--- config.mk ---
export PLATFORM = sky130hd
export DESIGN_NAME = instr_mem_ctrl_flat
export DESIGN_NICKNAME = d
export VERILOG_FILES = /design/src/rtl/instr_mem_ctrl_pkg.sv /design/src/rtl/instr_mem_ctrl_if.sv /design/src/rtl/instr_mem_ctrl_array.sv /design/src/rtl/instr_mem_ctrl.sv /design/src/flat_wrapper.sv
export SDC_FILE = /design/constraint.sdc
export NUM_CORES = 1
export LEC_CHECK = 0
export ABC_AREA = 0
export CAP_MARGIN = 20
export CORE_ASPECT_RATIO = 1.2
export CORE_MARGIN = 5
export CORE_UTILIZATION = 40
export DETAILED_ROUTE_END_ITERATION = 8
export GPL_TIMING_DRIVEN = 0
export HOLD_SLACK_MARGIN = 0.12
export MAX_ROUTING_LAYER = met4
export PLACE_DENSITY = 0.53
export SLEW_MARGIN = 25
export SYNTH_ARGS = -nofsm -noshare
export SYNTH_HDL_FRONTEND = slang
export SYNTH_SLANG_ARGS = --single-unit
--- constraint.sdc ---
create_clock -name clk -period 5.9 [get_ports clk]
set_clock_uncertainty 0.05 [all_clocks]
set_input_delay 1.18 -clock clk [delete_from_list [all_inputs] [get_ports clk]]
set_output_delay 1.18 -clock clk [all_outputs]
set_load 0.005 [all_outputs]
--- src/rtl/instr_mem_ctrl_pkg.sv ---
// Shared definitions for the instruction memory controller:
// FSM state encoding, fault bit positions and the default fault word.
package imem_pkg;

  typedef enum logic [0:0] {
    ST_CLEAR = 1'b0,
    ST_READY = 1'b1
  } imem_state_e;

  localparam int FAULT_MISALIGN = 0;
  localparam int FAULT_RANGE    = 1;

  // All-zero word is a MIPS nop, so a faulted fetch executes harmlessly.
  localparam logic [31:0] FAULT_WORD_DEFAULT = 32'h0000_0000;

endpackage

--- src/rtl/instr_mem_ctrl_if.sv ---
// Bus bundle between the PC/loader side (master) and the instruction memory (slave).
interface instr_mem_ctrl_if #(
  parameter int DATA_W = 32
);

  logic                  fetch_req;
  logic [31:0]           fetch_addr;
  logic                  fetch_stall;
  logic                  fetch_ready;
  logic                  fetch_valid;
  logic [DATA_W-1:0]     fetch_data;
  logic [1:0]            fetch_fault;
  logic                  wr_en;
  logic [31:0]           wr_addr;
  logic [DATA_W-1:0]     wr_data;
  logic [DATA_W/8-1:0]   wr_be;
  logic                  wr_err;
  logic                  clear_req;
  logic                  busy;

  modport master (
    output fetch_req, fetch_addr, fetch_stall, wr_en, wr_addr, wr_data, wr_be, clear_req,
    input  fetch_ready, fetch_valid, fetch_data, fetch_fault, wr_err, busy
  );

  modport slave (
    input  fetch_req, fetch_addr, fetch_stall, wr_en, wr_addr, wr_data, wr_be, clear_req,
    output fetch_ready, fetch_valid, fetch_data, fetch_fault, wr_err, busy
  );

endinterface

--- src/rtl/instr_mem_ctrl_array.sv ---
// Word storage: byte-enabled synchronous write, combinational read by index.
// Contents are intentionally not reset; the controller's clear engine zeroes them.
module imem_array #(
  parameter int DATA_W = 32,
  parameter int ADDR_W = 5
) (
  input  logic                clk,
  input  logic                we,
  input  logic [ADDR_W-1:0]   waddr,
  input  logic [DATA_W-1:0]   wdata,
  input  logic [DATA_W/8-1:0] wbe,
  input  logic [ADDR_W-1:0]   raddr,
  output logic [DATA_W-1:0]   rdata
);

  logic [DATA_W-1:0] mem_r [2**ADDR_W];

  // Byte-lane write
  always_ff @(posedge clk) begin
    if (we) begin
      for (int i = 0; i < DATA_W/8; i++) begin
        if (wbe[i]) begin
          mem_r[waddr][i*8 +: 8] <= wdata[i*8 +: 8];
        end
      end
    end
  end

  assign rdata = mem_r[raddr];

endmodule

--- src/rtl/instr_mem_ctrl.sv ---
// Instruction memory controller: clear engine FSM, fetch port with 1-cycle latency
// and stall hold, byte-enabled program-load port, and address fault detection.
module instr_mem_ctrl
  import imem_pkg::*;
#(
  parameter int               DATA_W         = 32,
  parameter int               ADDR_W         = 5,
  parameter bit               CLEAR_ON_RESET = 1'b1,
  parameter logic [DATA_W-1:0] FAULT_WORD    = DATA_W'(FAULT_WORD_DEFAULT)
) (
  input  logic              clk,
  input  logic              rst_n,
  instr_mem_ctrl_if.slave   bus
);

  localparam int               NB        = DATA_W/8;
  localparam logic [ADDR_W-1:0] CNT_MAX  = '1;
  localparam imem_state_e      RST_STATE = CLEAR_ON_RESET ? ST_CLEAR : ST_READY;

  imem_state_e        state_r, state_nxt_s;
  logic [ADDR_W-1:0]  cnt_r, cnt_nxt_s;

  logic               fetch_valid_r;
  logic [DATA_W-1:0]  fetch_data_r;
  logic [1:0]         fetch_fault_r;
  logic               wr_err_r;

  logic [1:0]         f_fault_s, w_fault_s;
  logic [ADDR_W-1:0]  f_idx_s, w_idx_s;
  logic [DATA_W-1:0]  wmask_s;
  logic               busy_s, ready_s, w_legal_s, accept_s;
  logic               arr_we_s;
  logic [ADDR_W-1:0]  arr_waddr_s;
  logic [DATA_W-1:0]  arr_wdata_s, arr_rdata_s, rd_word_s;
  logic [NB-1:0]      arr_wbe_s;

  assign f_idx_s = bus.fetch_addr[ADDR_W+1:2];
  assign w_idx_s = bus.wr_addr[ADDR_W+1:2];

  // Address fault decode and byte-enable expansion
  always_comb begin
    f_fault_s                 = 2'b00;
    f_fault_s[FAULT_MISALIGN] = (bus.fetch_addr[1:0] != 2'b00);
    f_fault_s[FAULT_RANGE]    = |bus.fetch_addr[31:ADDR_W+2];
    w_fault_s                 = 2'b00;
    w_fault_s[FAULT_MISALIGN] = (bus.wr_addr[1:0] != 2'b00);
    w_fault_s[FAULT_RANGE]    = |bus.wr_addr[31:ADDR_W+2];
    wmask_s                   = '0;
    for (int i = 0; i < NB; i++) begin
      wmask_s[i*8 +: 8] = {8{bus.wr_be[i]}};
    end
  end

  // FSM next-state, clear engine write port and handshake qualifiers
  always_comb begin
    state_nxt_s = state_r;
    cnt_nxt_s   = cnt_r;
    busy_s      = 1'b0;
    ready_s     = 1'b0;
    w_legal_s   = 1'b0;
    arr_we_s    = 1'b0;
    arr_waddr_s = w_idx_s;
    arr_wdata_s = bus.wr_data;
    arr_wbe_s   = bus.wr_be;
    case (state_r)
      ST_CLEAR: begin
        busy_s      = 1'b1;
        arr_we_s    = 1'b1;
        arr_waddr_s = cnt_r;
        arr_wdata_s = '0;
        arr_wbe_s   = '1;
        if (cnt_r == CNT_MAX) begin
          state_nxt_s = ST_READY;
          cnt_nxt_s   = '0;
        end else begin
          cnt_nxt_s = cnt_r + ADDR_W'(1);
        end
      end
      ST_READY: begin
        ready_s   = !(fetch_valid_r && bus.fetch_stall);
        w_legal_s = bus.wr_en && (w_fault_s == 2'b00);
        arr_we_s  = w_legal_s;
        if (bus.clear_req) begin
          state_nxt_s = ST_CLEAR;
          cnt_nxt_s   = '0;
        end else begin
          state_nxt_s = ST_READY;
        end
      end
      default: begin
        state_nxt_s = RST_STATE;
        cnt_nxt_s   = '0;
      end
    endcase
  end

  assign accept_s = bus.fetch_req && ready_s;

  // Write-first forwarding when the fetch hits the word being written this edge
  always_comb begin
    if (w_legal_s && (w_idx_s == f_idx_s)) begin
      rd_word_s = (arr_rdata_s & ~wmask_s) | (bus.wr_data & wmask_s);
    end else begin
      rd_word_s = arr_rdata_s;
    end
  end

  imem_array #(
    .DATA_W (DATA_W),
    .ADDR_W (ADDR_W)
  ) u_array (
    .clk   (clk),
    .we    (arr_we_s),
    .waddr (arr_waddr_s),
    .wdata (arr_wdata_s),
    .wbe   (arr_wbe_s),
    .raddr (f_idx_s),
    .rdata (arr_rdata_s)
  );

  // FSM state and clear counter
  always_ff @(posedge clk or negedge rst_n) begin
    if (!rst_n) begin
      state_r <= RST_STATE;
      cnt_r   <= '0;
    end else begin
      state_r <= state_nxt_s;
      cnt_r   <= cnt_nxt_s;
    end
  end

  // Fetch result register with stall hold, plus write-drop pulse
  always_ff @(posedge clk or negedge rst_n) begin
    if (!rst_n) begin
      fetch_valid_r <= 1'b0;
      fetch_data_r  <= '0;
      fetch_fault_r <= 2'b00;
      wr_err_r      <= 1'b0;
    end else begin
      wr_err_r <= bus.wr_en && !w_legal_s;
      if (fetch_valid_r && bus.fetch_stall) begin
        fetch_valid_r <= fetch_valid_r;
        fetch_data_r  <= fetch_data_r;
        fetch_fault_r <= fetch_fault_r;
      end else if (accept_s) begin
        fetch_valid_r <= 1'b1;
        fetch_fault_r <= f_fault_s;
        fetch_data_r  <= (f_fault_s != 2'b00) ? FAULT_WORD : rd_word_s;
      end else begin
        fetch_valid_r <= 1'b0;
      end
    end
  end

  assign bus.fetch_ready = ready_s;
  assign bus.fetch_valid = fetch_valid_r;
  assign bus.fetch_data  = fetch_data_r;
  assign bus.fetch_fault = fetch_fault_r;
  assign bus.wr_err      = wr_err_r;
  assign bus.busy        = busy_s;

endmodule

--- src/flat_wrapper.sv ---
// flat-port wrapper written by rule: the top's interface ports become plain ports
module instr_mem_ctrl_flat import imem_pkg::*;
#(
  parameter int               DATA_W         = 32,
  parameter int               ADDR_W         = 5,
  parameter bit               CLEAR_ON_RESET = 1'b1,
  parameter logic [DATA_W-1:0] FAULT_WORD    = DATA_W'(FAULT_WORD_DEFAULT)
)
  (clk, rst_n, bus_fetch_req, bus_fetch_addr, bus_fetch_stall, bus_wr_en, bus_wr_addr, bus_wr_data, bus_wr_be, bus_clear_req, bus_fetch_ready, bus_fetch_valid, bus_fetch_data, bus_fetch_fault, bus_wr_err, bus_busy);
  instr_mem_ctrl_if #(.DATA_W(DATA_W)) bus_i ();
  input  logic clk;
  input  logic rst_n;
  input wire logic [$bits(bus_i.fetch_req)-1:0] bus_fetch_req;
  input wire logic [$bits(bus_i.fetch_addr)-1:0] bus_fetch_addr;
  input wire logic [$bits(bus_i.fetch_stall)-1:0] bus_fetch_stall;
  input wire logic [$bits(bus_i.wr_en)-1:0] bus_wr_en;
  input wire logic [$bits(bus_i.wr_addr)-1:0] bus_wr_addr;
  input wire logic [$bits(bus_i.wr_data)-1:0] bus_wr_data;
  input wire logic [$bits(bus_i.wr_be)-1:0] bus_wr_be;
  input wire logic [$bits(bus_i.clear_req)-1:0] bus_clear_req;
  output wire logic [$bits(bus_i.fetch_ready)-1:0] bus_fetch_ready;
  output wire logic [$bits(bus_i.fetch_valid)-1:0] bus_fetch_valid;
  output wire logic [$bits(bus_i.fetch_data)-1:0] bus_fetch_data;
  output wire logic [$bits(bus_i.fetch_fault)-1:0] bus_fetch_fault;
  output wire logic [$bits(bus_i.wr_err)-1:0] bus_wr_err;
  output wire logic [$bits(bus_i.busy)-1:0] bus_busy;
  assign bus_i.fetch_req = bus_fetch_req;
  assign bus_i.fetch_addr = bus_fetch_addr;
  assign bus_i.fetch_stall = bus_fetch_stall;
  assign bus_i.wr_en = bus_wr_en;
  assign bus_i.wr_addr = bus_wr_addr;
  assign bus_i.wr_data = bus_wr_data;
  assign bus_i.wr_be = bus_wr_be;
  assign bus_i.clear_req = bus_clear_req;
  assign bus_fetch_ready = bus_i.fetch_ready;
  assign bus_fetch_valid = bus_i.fetch_valid;
  assign bus_fetch_data = bus_i.fetch_data;
  assign bus_fetch_fault = bus_i.fetch_fault;
  assign bus_wr_err = bus_i.wr_err;
  assign bus_busy = bus_i.busy;
  instr_mem_ctrl #(.DATA_W(DATA_W), .ADDR_W(ADDR_W), .CLEAR_ON_RESET(CLEAR_ON_RESET), .FAULT_WORD(FAULT_WORD)) u_core (.clk(clk), .rst_n(rst_n), .bus(bus_i));
endmodule
=== Word-level counts from Yosys, hierarchy flattened ===
Memories as Yosys holds them, arrays and structs flattened.
Index checks and enable logic that the tools add are counted.

* Memory bits (writable): 1,024
* Memories kept: 1
* Flip-flop bits (word level): 42
* Word-level logic and storage cells: 59

{| class="wikitable"
|+ Memories
! name !! depth !! width !! read ports !! clocked after memory_dff !! write ports !! RTL line !! text
|-
| u_core.u_array.mem_r || 32 || 32 || 1 || 0 || 1 || instr_mem_ctrl_array.sv:16 || <nowiki>logic [DATA_W-1:0] mem_r [2**ADDR_W];</nowiki>
|}

* Bitwise gates (word level): 6
* Add/sub/neg operators: 1
* Reduce and logical (&&, ||, !) cells: 14
* Multiplexer cells: 28
* Eq/ne operators: 3

{| class="wikitable"
|+ Operator list
! operator !! number
|-
| two-way mux 32 bit || 3
|-
| bitwise AND 32 bit || 2
|-
| OR reduction 25 bit || 2
|-
| inverter 32 bit || 1
|-
| OR 32 bit || 1
|-
| two-way mux 1 bit || 18
|-
| two-way mux 5 bit || 3
|-
| one-hot mux 5 bit (2 select lines) || 1
|-
| nonzero test 2 bit || 3
|-
| adder 5 x 1 -> 5 bit, second input constant || 1
|-
| equality test 5 bit || 1
|-
| equality test 5 bit, second input constant || 1
|-
| logical AND 1 bit || 5
|-
| two-way mux 4 bit || 1
|-
| one-hot mux 1 bit (2 select lines) || 2
|-
| logical NOT 1 bit || 2
|-
| logical NOT 2 bit || 1
|-
| inequality test 2 bit, second input constant || 1
|-
| inverter 1 bit || 2
|-
| AND reduction 2 bit || 1
|}

=== Logic depth before layout (Yosys ltp) ===
* Depth in word-level cells: 7
* Depth in mapped cells: 11
* Depth with buffers taken out: 6

=== Modules after synthesis ===
A second synthesis with hierarchy kept.

* Cell total of the unflattened synthesis: 2,630
* Area, all modules: 42,883.6 um^2

{| class="wikitable"
|+ By module, submodules not included
! module !! instances !! sequential area each (um^2) !! cells each !! area each (um^2)
|-
| imem_array || 1 || 30,749.5 || 2,374 || 40,386.2
|-
| instr_mem_ctrl || 1 || 1,051.0 || 256 || 2,497.4
|}

=== Worst setup path after synthesis ===
Ideal clock, no wire load.

* Path type: input to register
* From: in bus_wr_addr[14]
* To: mem u_core.u_array.mem_r[10][24], enable pin
* Arrival time: 2.836 ns
* Stages: 6
* Library setup time: 0.383 ns
* Data required time: 5.467 ns
* Setup slack: 2.631 ns
* Path through: nor4b_1 nand4_1 nor2_1 a21oi_1 clkbuf_1 nor3_1

* Longest elaborated chain between the ends: 6

{| class="wikitable"
|+ RTL lines
! item !! RTL line !! text
|-
| start, declared || flat_wrapper.sv:17 || <nowiki>input wire logic [$bits(bus_i.wr_addr)-1:0] bus_wr_addr;</nowiki>
|-
| OR reduction 25 bit || instr_mem_ctrl.sv:47 || <nowiki>w_fault_s[FAULT_RANGE] = |bus.wr_addr[31:ADDR_W+2];</nowiki>
|-
| logical NOT 2 bit || instr_mem_ctrl.sv:81 || <nowiki>w_legal_s = bus.wr_en && (w_fault_s == 2'b00);</nowiki>
|-
| logical AND 1 bit || instr_mem_ctrl.sv:81 ||
|-
| one-hot mux 1 bit (2 select lines) || instr_mem_ctrl.sv:65 || <nowiki>case (state_r)</nowiki>
|-
| two-way mux 1 bit || instr_mem_ctrl_array.sv:20 || <nowiki>if (we) begin</nowiki>
|-
| two-way mux 1 bit (implied by the code) || instr_mem_ctrl_array.sv:23 || <nowiki>mem_r[waddr][i*8 +: 8] <= wdata[i*8 +: 8];</nowiki>
|-
| end, declared || instr_mem_ctrl_array.sv:16 ||
|}

Every way passes these cells.

=== Worst setup path after layout ===
* From: in bus_fetch_addr[6]
* To: reg u_core.fetch_data_r[25], in the netlist u_core.bus.fetch_data[25]

* Longest elaborated chain between the ends: 5
* Elaborated cells between the ends (all ways): 7

{| class="wikitable"
|+ RTL lines
! item !! RTL line !! text
|-
| start, declared || flat_wrapper.sv:14 || <nowiki>input wire logic [$bits(bus_i.fetch_addr)-1:0] bus_fetch_addr;</nowiki>
|-
| memory (32 x 32 bit) || -- ||
|-
| bitwise AND 32 bit || instr_mem_ctrl.sv:102 || <nowiki>rd_word_s = (arr_rdata_s & ~wmask_s) | (bus.wr_data & wmask_s);</nowiki>
|-
| OR 32 bit || instr_mem_ctrl.sv:102 ||
|-
| two-way mux 32 bit * || instr_mem_ctrl.sv:101 || <nowiki>if (w_legal_s && (w_idx_s == f_idx_s)) begin</nowiki>
|-
| two-way mux 32 bit * || instr_mem_ctrl.sv:148 || <nowiki>fetch_data_r <= (f_fault_s != 2'b00) ? FAULT_WORD : rd_word_s;</nowiki>
|-
| end signal, assigned || instr_mem_ctrl.sv:143 || <nowiki>fetch_data_r <= fetch_data_r;</nowiki>
|-
| end signal, assigned || instr_mem_ctrl.sv:148 ||
|-
| end, declared || instr_mem_ctrl.sv:24 || <nowiki>logic [DATA_W-1:0] fetch_data_r;</nowiki>
|}

Mark *: on every way between the ends. The rest lies on a longest branch, timed or not.
A chain may end at the register's enable or synchronous reset.

==> flow_metrics.tcl <==
set metrics [dict create \
    hold_class "in2async" \
    timing.rr.end "u_core.u_array.mem_r[11][23]" \
    arrival_ps 5040 \
    drc 0 \
    synthToLayoutAreaGrowth_pct 17.9 \
    drt_iter0_drc 2829 \
    via_count 24303 \
    track_usage_pct 25.4 \
    power_density_nw_per_um2 379 \
    max_slew.worst_pin.slew_ps 1190 \
    start_kind "primary input" \
    drive_gt1_share_pct 22.2 \
    yosysSeqAreaShare_pct 74.8 \
    die_w_um 308 \
    critPathKind "in2reg" \
    post_cts_resized 0 \
    required_ps 6460 \
    synth_compound_area_share_pct 4.20 \
    grt_setup_unrepaired "no" \
    synth_xor_area_share_pct 0.144 \
    timing.fmax_ghz 0.223 \
    gp_congestion 0.973 \
    synth_mux_area_share_pct 13.3 \
    path_max_fanout 10 \
    end_kind "flop" \
    cts_tree "done" \
    die_area_um2 113000 \
    cts_sinks 1066 \
    ys_warn_count 0 \
    clkLatencyLatePin_ps 710 \
    initial_utilization_pct 40.1 \
    antenna_found_initial 4 \
    vias_per_cell 5.91 \
    port_buffers 141 \
    outcome "finished, final reports clean" \
    finalSetupViolCount 0 \
    placementRows 131 \
    fin_tns_setup_ps 0 \
    worstSetupEndpoint "u_core.bus.fetch_data[25]" \
    io_pins 144 \
    r2r_cells 8 \
    ys_types 60 \
    wl_um 142000 \
    hold_buffers 0 \
    synthCells 2309 \
    p_leak_nw 17.1 \
    cts_root_buffer "clkbuf_16" \
    grt_max_degree 33 \
    crit_start "bus_fetch_addr[6]" \
    maxCapViolations 0 \
    relSlewSlack_pct 20.7 \
    ir_worst_vdd_mv 0.219 \
    cts_setup_buffers 0 \
    grt-ovfl-total 0 \
    nNetsFinal 2736 \
    hpwl_um 101000 \
    synth.cell_area_um2 42500 \
    core_area_um2 106000 \
    synth-edff-count 1024 \
    clkTransAtPathRegs_ps 60 \
    async_flop_share_pct 3.94 \
    synth-main-ff-cell "edfxtp_1" \
    numCtsBuffers 106 \
    grt_pass1_wl_um 194000 \
    cts_max_path_buffers 3 \
    grt_pass1_vias 24610 \
    htreeDepth 3 \
    timing.hold.ws_ps 293 \
    final_max_slew_viol_count 0 \
    synth_top_family_by_area "multiplexers" \
    synth_nets 2417 \
    die_h_um 367 \
    drt_pass1_iterations 6 \
    final_hold_viol_count 0 \
    pre_cts_slack_ps 929 \
    rrSetupSlack_ps 2010 \
    synthAdderAreaFrac_pct 0.0589 \
    min_period_over_period_pct 75.9 \
    r2r-start "u_core.state_r" \
    layout_min_cycle_time_ps 4480 \
    worst_slack_ps 1420 \
    ant_nets 0 \
    routedWlPerCell_um 34.5 \
    ys_ff_latch 1066 \
    synthSimpleGateAreaFrac_pct 5.06 \
    syn_avg_cell_area_um2 18.4 \
]
==> kinds of logic (layout without fill, tap and decap cells) <==
| group | Yosys count | in the layout |
|---|---|---|
| compound gates | 259 | 259 |
| xor+xnor | 7 | 7 |
| fa+ha+maj | 2 | 2 |
| buf+inv | 149 | 550 |
| flops | 1066 | 1066 |
| mux | 412 | 412 |
| other cells | 0 | 3 |
| simple gates | 414 | 414 |
==> layout make-up <==
cell class	count	area, um^2
diodes	3	7.51
plain buffers	142	1000
clock buffers	138	2880
clock inverters	52	449
fillers	9037	55800
inverters	7	26.3
multi-input cells	1094	10200
flip-flops and latches	1066	31800
well taps	1396	1750
repair buffers	211	2000
==> cell usage in the layout, fill, tap and decap left out, types with 10 or more instances in the layout <==
cell,netlist,routed
a22oi_1,64,64
a31oi_1,13,12
and2_2,0,29
and3_1,13,13
buf_2,30,30
buf_4,20,80
buf_6,34,42
clkbuf_1,52,66
clkbuf_16,0,109
clkbuf_2,0,11
clkdlybuf4s50_1,0,140
clkinv_1,0,17
clkinv_2,0,19
dfrtp_1,42,42
edfxtp_1,1024,1024
mux2i_1,286,286
mux4_2,122,122
nand2_1,65,65
nand3_1,40,40
nor2_1,74,65
nor2b_1,12,12
nor3_2,2,89
nor4_1,28,26
o21ai_1,13,13
o22ai_1,110,110
or2_2,11,11
or4_1,10,10
==> worst min path at each step <==
stage / endpoint / slack (ps) / cells after the start
2_1_floorplan: u_core.bus.fetch_data[0] / 420 / 2
3_3_place_gp: u_core.bus.fetch_data[16] / 420 / 2
3_5_place_dp: u_core.bus.fetch_data[16] / 430 / 2
4_1_cts: u_core.bus.fetch_data[8] / 240 / 1
5_1_grt: u_core.bus.fetch_data[8] / 290 / 1
6_report: u_core.bus.fetch_data[8] / 290 / 1
==> where the power goes <==
| part | total (mW) | internal [mW] | switching, mW | leakage, nW |
|---|---|---|---|---|
| clock | 6.54 | 3.72 | 2.81 | 1.62 |
| combinational | 2.99 | 0.791 | 2.20 | 5.43 |
| sequential | 9.45 | 9.29 | 0.167 | 10.1 |
==> layer usage <==
layer | share of wire (%) | GRT usage, % | up-vias
met5 | 0 | - | -
met3 | 7.2 | 4.42 | 302
li1 | - | - | 10048
met2 | 49 | 41.5 | 1122
met1 | 38 | 31.1 | 12831
met4 | 5.8 | 12.1 | 0
==> synth_stat cells (all sizes together) (16+ instances only) <==
master  count  share of area [%]
edfxtp   1024                 72
mux4      122                6.5
a22oi      64                1.1
buf        90                1.9
nor4       28               0.41
o22ai     110                1.6
nor3       95                1.1
o21ai      21               0.25
o31ai      16               0.37
dfrtp      42                2.5
mux2i     286                6.7
nand3      40               0.47
nand2      65               0.57
nor2       74               0.65
and2       35               0.52
clkbuf     52               0.46
==> state kept, by name (all words and copies together) (netlist names) <==
name and flops:
u_core.bus.fetch_data 32, u_core.bus.fetch_fault 2, u_core.bus.fetch_valid 1, u_core.bus.wr_err 1, u_core.cnt_r 5, u_core.state_r 1
u_core.u_array.mem_r 1024
==> per-stage QoR <==
step / util [%] / instances / power, mW / cell area, um^2
6_report: 47.3 / 4109 / 19.0 / 50100
5_1_grt: 47.3 / 4107 / 19.5 / 50100
2_1_floorplan: - / 2309 / 11.0 / 42500
3_3_place_gp: 43.1 / 3846 / 12.2 / 45700
3_5_place_dp: 44.2 / 3916 / 12.6 / 46800
4_1_cts: 47.3 / 4106 / 19.0 / 50100
==> critical path, cell delays in order <==
cell	delay (ps)
clkdlybuf4s50_1	550
buf_4	230
buf_2	320
buf_2	290
nor2_2	210
nand2_1	720
o22ai_1	230
nor4_1	900
mux2i_1	200
o21ai_1	180
(Power assumes the default switching activity.)
